[config.mk]
export PLATFORM = sky130hd
export DESIGN_NAME = mem_init_loader
export DESIGN_NICKNAME = d
export VERILOG_FILES = /design/src/rtl/mem_init_loader.sv
export SDC_FILE = /design/constraint.sdc
export NUM_CORES = 1
export LEC_CHECK = 0
export CAP_MARGIN = 40
export CORE_ASPECT_RATIO = 0.7
export CORE_UTILIZATION = 48
export CTS_CLUSTER_SIZE = 30
export DETAILED_ROUTE_END_ITERATION = 8
export GPL_TIMING_DRIVEN = 0
export PLACE_DENSITY = 0.82
export SLEW_MARGIN = 0
export SYNTH_ARGS = -nofsm -noshare
export SYNTH_HDL_FRONTEND = slang
export SYNTH_SLANG_ARGS = --single-unit
export TNS_END_PERCENT = 1
[constraint.sdc]
create_clock -name Clk -period 5.2 [get_ports Clk]
set_input_delay 0.52 -clock Clk [delete_from_list [all_inputs] [get_ports Clk]]
set_output_delay 0.52 -clock Clk [all_outputs]
set_load 0.02 [all_outputs]
[src/rtl/mem_init_loader.sv]
// mem_init_loader: debug-side filler for the 4-byte-lane data memory.
// Accepts a valid/ready stream of 32-bit words and packs them in pairs into
// the memory's dual-slot debug write (Datain1 -> A, Datain2 -> A+4). An odd
// tail word goes out as a single-slot write.
// Optional read-back checksum pass: define MEM_LOADER_VERIFY_EN.
module mem_init_loader #(
   parameter int ADDR_W = 12,
   parameter int CNT_W  = 11
) (
   input  logic              Clk,
   input  logic              Reset,
   input  logic              start,
   input  logic [ADDR_W-1:0] base_addr,
   input  logic [CNT_W-1:0]  word_count,
   input  logic              s_valid,
   input  logic [31:0]       s_data,
   output logic              s_ready,
   output logic [31:0]       mem_address,
   output logic [31:0]       mem_Datain1,
   output logic [31:0]       mem_Datain2,
   output logic [3:0]        mem_Wr,
   output logic              mem_enable_debug,
   input  logic [31:0]       mem_Dataout,
   output logic              busy,
   output logic              done,
`ifdef MEM_LOADER_VERIFY_EN
   output logic              mismatch,
`endif
   output logic              error
);

`ifdef MEM_LOADER_VERIFY_EN
   typedef enum logic [2:0] {IDLE, CHECK, GET0, GET1, WR_PAIR, WR_SINGLE, FINISH, VERIFY} state_t;
`else
   typedef enum logic [2:0] {IDLE, CHECK, GET0, GET1, WR_PAIR, WR_SINGLE, FINISH} state_t;
`endif

   // Wide enough to hold base + 4*count without wrapping.
   localparam int SUM_W = ADDR_W + CNT_W + 3;

   state_t            state_reg;
   logic [ADDR_W-1:0] ptr_reg;
   logic [CNT_W-1:0]  remaining_reg;
   logic [31:0]       hold0_reg;

   logic [SUM_W-1:0]  end_addr;
   logic              overflow;
   logic              transfer;

   // End of the requested region, checked against the memory size in CHECK
   assign end_addr = SUM_W'(ptr_reg) + (SUM_W'(remaining_reg) << 2);
   assign overflow = end_addr > (SUM_W'(1) << ADDR_W);
   assign transfer = s_valid && s_ready;

   // Address outputs follow the pointer; bits above ADDR_W are tied low
   assign mem_address = {{(32-ADDR_W){1'b0}}, ptr_reg};

`ifdef MEM_LOADER_VERIFY_EN
   logic [ADDR_W-1:0] base_reg;
   logic [CNT_W-1:0]  count_reg;
   logic [CNT_W-1:0]  vcnt_reg;
   logic [31:0]       chk_wr_reg;
   logic [31:0]       chk_rd_reg;
   logic [31:0]       chk_rd_next;

   // Rotate-left-1 then XOR, folded over each read-back word
   assign chk_rd_next = {chk_rd_reg[30:0], chk_rd_reg[31]} ^ mem_Dataout;
`else
   logic unused_dataout;
   assign unused_dataout = ^mem_Dataout;
`endif

   // Loader FSM; every output is a register set on entry to the state that owns it
   always_ff @(posedge Clk or posedge Reset) begin
      if (Reset) begin
         state_reg        <= IDLE;
         ptr_reg          <= '0;
         remaining_reg    <= '0;
         hold0_reg        <= '0;
         s_ready          <= 1'b0;
         mem_Datain1      <= '0;
         mem_Datain2      <= '0;
         mem_Wr           <= '0;
         mem_enable_debug <= 1'b0;
         busy             <= 1'b0;
         done             <= 1'b0;
         error            <= 1'b0;
`ifdef MEM_LOADER_VERIFY_EN
         base_reg         <= '0;
         count_reg        <= '0;
         vcnt_reg         <= '0;
         chk_wr_reg       <= '0;
         chk_rd_reg       <= '0;
         mismatch         <= 1'b0;
`endif
      end else begin
         done             <= 1'b0;
         mem_Wr           <= 4'h0;
         mem_enable_debug <= 1'b0;
         case (state_reg)
            IDLE: begin
               s_ready <= 1'b0;
               if (start) begin
                  ptr_reg       <= base_addr;
                  remaining_reg <= word_count;
                  error         <= 1'b0;
                  busy          <= 1'b1;
                  state_reg     <= CHECK;
`ifdef MEM_LOADER_VERIFY_EN
                  base_reg      <= base_addr;
                  count_reg     <= word_count;
                  chk_wr_reg    <= '0;
                  chk_rd_reg    <= '0;
                  mismatch      <= 1'b0;
`endif
               end
            end
            CHECK: begin
               if (ptr_reg[1:0] != 2'b00 || overflow) begin
                  error     <= 1'b1;
                  done      <= 1'b1;
                  busy      <= 1'b0;
                  state_reg <= FINISH;
               end else if (remaining_reg == '0) begin
                  done      <= 1'b1;
                  busy      <= 1'b0;
                  state_reg <= FINISH;
               end else begin
                  s_ready   <= 1'b1;
                  state_reg <= GET0;
               end
            end
            GET0: begin
               if (transfer) begin
                  hold0_reg <= s_data;
`ifdef MEM_LOADER_VERIFY_EN
                  chk_wr_reg <= {chk_wr_reg[30:0], chk_wr_reg[31]} ^ s_data;
`endif
                  if (remaining_reg == CNT_W'(1)) begin
                     // Odd tail: single-slot write with the second slot off
                     s_ready     <= 1'b0;
                     mem_Wr      <= 4'hF;
                     mem_Datain1 <= s_data;
                     mem_Datain2 <= '0;
                     state_reg   <= WR_SINGLE;
                  end else begin
                     state_reg   <= GET1;
                  end
               end
            end
            GET1: begin
               if (transfer) begin
`ifdef MEM_LOADER_VERIFY_EN
                  chk_wr_reg <= {chk_wr_reg[30:0], chk_wr_reg[31]} ^ s_data;
`endif
                  s_ready          <= 1'b0;
                  mem_Wr           <= 4'hF;
                  mem_enable_debug <= 1'b1;
                  mem_Datain1      <= hold0_reg;
                  mem_Datain2      <= s_data;
                  state_reg        <= WR_PAIR;
               end
            end
            WR_PAIR: begin
               ptr_reg       <= ptr_reg + ADDR_W'(8);
               remaining_reg <= remaining_reg - CNT_W'(2);
               if (remaining_reg == CNT_W'(2)) begin
`ifdef MEM_LOADER_VERIFY_EN
                  ptr_reg   <= base_reg;
                  vcnt_reg  <= '0;
                  state_reg <= VERIFY;
`else
                  done      <= 1'b1;
                  busy      <= 1'b0;
                  state_reg <= FINISH;
`endif
               end else begin
                  s_ready   <= 1'b1;
                  state_reg <= GET0;
               end
            end
            WR_SINGLE: begin
               ptr_reg       <= ptr_reg + ADDR_W'(4);
               remaining_reg <= '0;
`ifdef MEM_LOADER_VERIFY_EN
               ptr_reg       <= base_reg;
               vcnt_reg      <= '0;
               state_reg     <= VERIFY;
`else
               done          <= 1'b1;
               busy          <= 1'b0;
               state_reg     <= FINISH;
`endif
            end
`ifdef MEM_LOADER_VERIFY_EN
            VERIFY: begin
               // Read address k issued in cycle k, its data folded in cycle k+1
               vcnt_reg <= vcnt_reg + CNT_W'(1);
               if (vcnt_reg < count_reg)
                  ptr_reg <= ptr_reg + ADDR_W'(4);
               if (vcnt_reg != '0)
                  chk_rd_reg <= chk_rd_next;
               if (vcnt_reg == count_reg) begin
                  if (chk_rd_next != chk_wr_reg) begin
                     error    <= 1'b1;
                     mismatch <= 1'b1;
                  end
                  done      <= 1'b1;
                  busy      <= 1'b0;
                  state_reg <= FINISH;
               end
            end
`endif
            FINISH: begin
               state_reg <= IDLE;
            end
            default: begin
               state_reg <= IDLE;
            end
         endcase
      end
   end

endmodule

==> impl_metrics.env <==
export IMPL_critPathMaxStageDelay_ns=0.46
export IMPL_dp_slack_ns=2.14
export IMPL_fin_skew_ns=0.0109
export IMPL_startpoint="ptr_reg[2]"
export IMPL_die_height_um=99.2
export IMPL_layout_fillers=1015
export IMPL_drive_above_1_share_pct=16.4
export IMPL_drt_total_wl_um=18000
export IMPL_async_reset_ff_share_pct=100
export IMPL_timing_max_transition_violations_final=0
export IMPL_global_route_overflow_total=0
export IMPL_worst_path_dominant_cell_family="compound AO/OA/AOI/OAI gates"
export IMPL_ctsLongestPathBuffers=2
export IMPL_nets_final=890
export IMPL_critPathArrivalTime_ns=3.41
export IMPL_power_leakage_nw=3.94
export IMPL_synth_main_ff_cell="dfrtp_1"
export IMPL_slowest_stage="dfrtp_1"
export IMPL_timing_fmax_mhz=320
export IMPL_intPower_mw=3.52
export IMPL_switchingPower_mw=2.33
export IMPL_ys_top_cells_by_count="dfrtp_1 (128), nor2_1 (59), a21oi_1 (46), o21ai_0 (35)"
export IMPL_post_synth_instance_area_um2=6470
export IMPL_multi_input_area_um2=2950
export IMPL_finalWorstSetupSlack_ns=2.07
export IMPL_clock_tree_htree_level_count=4
export IMPL_antenna_cells=0
export IMPL_setup_worst_path_class="register to register"
export IMPL_route_antenna_remaining_nets=0
export IMPL_setup_viol=0
export IMPL_worstRegToRegCells=10
export IMPL_synthCells=603
export IMPL_clock_insertion_delay_worst_skew_ns=0.41
export IMPL_grt_first_pass_wirelength_um=29000
export IMPL_tightest_slew_ns=0.927
export IMPL_grt_setup_unrepaired="no"
export IMPL_drt_initial_drc_count=438
export IMPL_timing_critical_path_to_type="register"
export IMPL_first_global_vias=5560
export IMPL_worst_endpoint_required_ns=5.49
export IMPL_synth_distinct_cells=58
export IMPL_grt_antenna_before_repair=0
export IMPL_startpoint_types="register"
export IMPL_gpl_final_weighted_congestion=0.964
export IMPL_syn2layout_area_growth_pct=36.3
export IMPL_globalRouteTotalUtil_pct=26.9
export IMPL_cts_resized=0
export IMPL_worst_path_max_fanout=7
export IMPL_cts_root_buf="clkbuf_16"
export IMPL_place_port_buffers=143
export IMPL_tns_ns=0
export IMPL_worst_setup_hold_path_clk_slew_ns=0.06
export IMPL_avgRoutedWirePerCell_um=18.7
export IMPL_synth_warnings=0
export IMPL_hold_class="register to register"
export IMPL_post_cts_setup_buffers=0
export IMPL_cp_num_cells=10
export IMPL_ys_top_cells_by_area="dfrtp_1 (49%), mux2_2 (5.9%), mux2i_1 (5.3%), a22o_1 (4.3%), a21oi_1 (3.6%)"
export IMPL_power_sequential_fraction_pct=31.9
export IMPL_synth_enable_flop_cells=0
export IMPL_drc_errors=0
export IMPL_hpwl_after_dpl_um=13000
export IMPL_floorplan_die_width_um=141
export IMPL_worst_hold_slack_ns=0.491
export IMPL_yosysTopAreaCell="dfrtp_1"
export IMPL_relSlewSlack_pct=37.6
export IMPL_synth_avg_cell_area_um2=10.7
export IMPL_synthMostInstantiatedCell="dfrtp_1"
export IMPL_critical_path_reg2reg_endpoint="state_reg[2]"
export IMPL_critical_path_buf_inv_count=0
export IMPL_run_status="finished, final reports clean"
export IMPL_synth_top_area_share_pct=49.5
export IMPL_initial_utilization_pct=49.3
export IMPL_grt_max_degree=84
export IMPL_max_cap_viol_count=0
export IMPL_crit_end="state_reg[2]"
export IMPL_swShare_pct=39.8
export IMPL_number_of_flip_flops_and_latches_in_the_synthesized_netlist=128
export IMPL_worst_ir_drop_vdd_v=0.000416
export IMPL_min_period_over_period_pct=60.1
export IMPL_detail_route_vias_per_cell=5.76
export IMPL_final_hold_viol_count=0
export IMPL_floorplan_die_area_um2=14000
export IMPL_reg2reg_from="ptr_reg[2]"
export IMPL_combinationalPowerShare_pct=47.0
export IMPL_cts_tree="done"
export IMPL_detailedRoute_firstPassIterationCount=6
export IMPL_cts_buffers=17
export IMPL_finalCoreUtilization_pct=67.2
export IMPL_dp_cells=932
export IMPL_post_route_min_period_ns=3.13
export IMPL_rrSetupSlack_ns=2.07
export IMPL_final_instance_count_excl_fill=964
export IMPL_power_frac_clock_pct=21.1
export IMPL_timing_critical_path_cells="ha_1 -> fa_1 -> a21oi_1 -> o21a_1 -> mux2i_1 -> a311oi_1 -> o2111ai_1 -> o21ai_2 -> nand3_1 -> o311a_1"
export IMPL_cts_stage_hold_buffer_count=0
export IMPL_ff_latch_area_um2=3200
export IMPL_top_level_ports=196
export IMPL_num_vias=5553
export IMPL_coreArea_um2=13100
export IMPL_cts_sinks=128
export IMPL_seq_area_frac_synth_pct=49.5
export IMPL_cellPowerDensity_nw_per_um2=663
export IMPL_number_of_standard_cell_rows_in_the_floorplan=35
[power groups by stage]
stage / sequential (mW) / clock (mW) / combinational, mW
finish: 1.87 / 1.23 / 2.75
CTS: 1.86 / 1.25 / 2.74
floorplan: 2.12 / 0 / 1.38
global route: 1.93 / 1.30 / 2.96
detailed placement: 1.87 / 0 / 2.72
global placement: 1.83 / 0 / 2.64
[routing by layer]
layer,wire (um),vias up,share of wire [%],track usage [%]
met2,8300,224,46,42.3
li1,-,2526,-,-
met3,1120,33,6.2,5.44
met5,0,-,0,0
met4,335,0,1.9,8.70
met1,8280,2770,46,37.7
[stage by stage]
stage	power [mW]	area [um^2]
2_1_floorplan	3.51	6550
3_3_place_gp	4.47	8180
3_5_place_dp	4.59	8220
4_1_cts	5.85	8830
5_1_grt	6.19	8830
6_report	5.85	8830
[worst min path at each step]
stage          cells after the start        endpoint           start
2_1_floorplan                      1   hold0_reg[23]   hold0_reg[23]
4_1_cts                            1           error           error
6_report                           1           error           error
3_3_place_gp                       1           error           error
3_5_place_dp                       1           error           error
5_1_grt                            1  mem_Datain2[9]  mem_Datain2[9]
[cells in the final DEF (no fill, tap or decap), types with 3 or more instances in the layout]
cell type,Yosys,final
a22oi_1,9,9
ha_1,13,13
buf_4,25,25
and3_1,3,3
xor2_1,3,3
inv_6,0,5
nand3_1,11,11
mux2i_1,34,34
a21oi_1,46,46
buf_2,5,5
buf_6,5,5
nor2_1,59,59
a21oi_2,17,17
nor3_1,9,9
bufinv_16,0,3
nor2b_1,7,7
nor3_2,3,3
inv_1,11,10
clkbuf_16,0,17
nand2_1,26,26
o21ai_0,35,35
o2111ai_1,5,5
a22o_1,32,32
mux2_2,34,34
dfrtp_1,128,128
conb_1,1,20
a21o_1,3,3
clkdlybuf4s50_1,0,143
xnor2_1,4,4
o21bai_1,3,3
nand4_1,4,4
clkinv_4,0,4
a31o_2,3,3
o22ai_1,3,3
a211oi_1,5,5
clkbuf_1,21,22
nand2b_1,6,6
[cells by family (layout without fill, tap and decap cells)]
kind of cell	after synthesis	in the layout	share of synthesized area, %
buffers and inverters	68	244	6.07
AO/OA/AOI/OAI	179	179	18.9
other	1	20	0.0579
multiplexers	68	68	11.2
XOR/XNOR	7	7	0.947
adder cells (fa/ha/maj)	14	14	2.82
flip-flops	128	128	49.5
AND/OR/NAND/NOR	138	138	10.5
[layout make-up]
cell class / count / area share [%]
buffer: 56 / 3.94
clock buffer: 18 / 4.86
clock inverter: 14 / 2.04
inverter: 12 / 0.567
multi-input combinational: 426 / 33.4
sequential: 128 / 36.3
tap: 166 / 2.35
timing repair buffer: 144 / 16.5
No activity file was read; power rests on OpenSTA's default activity.
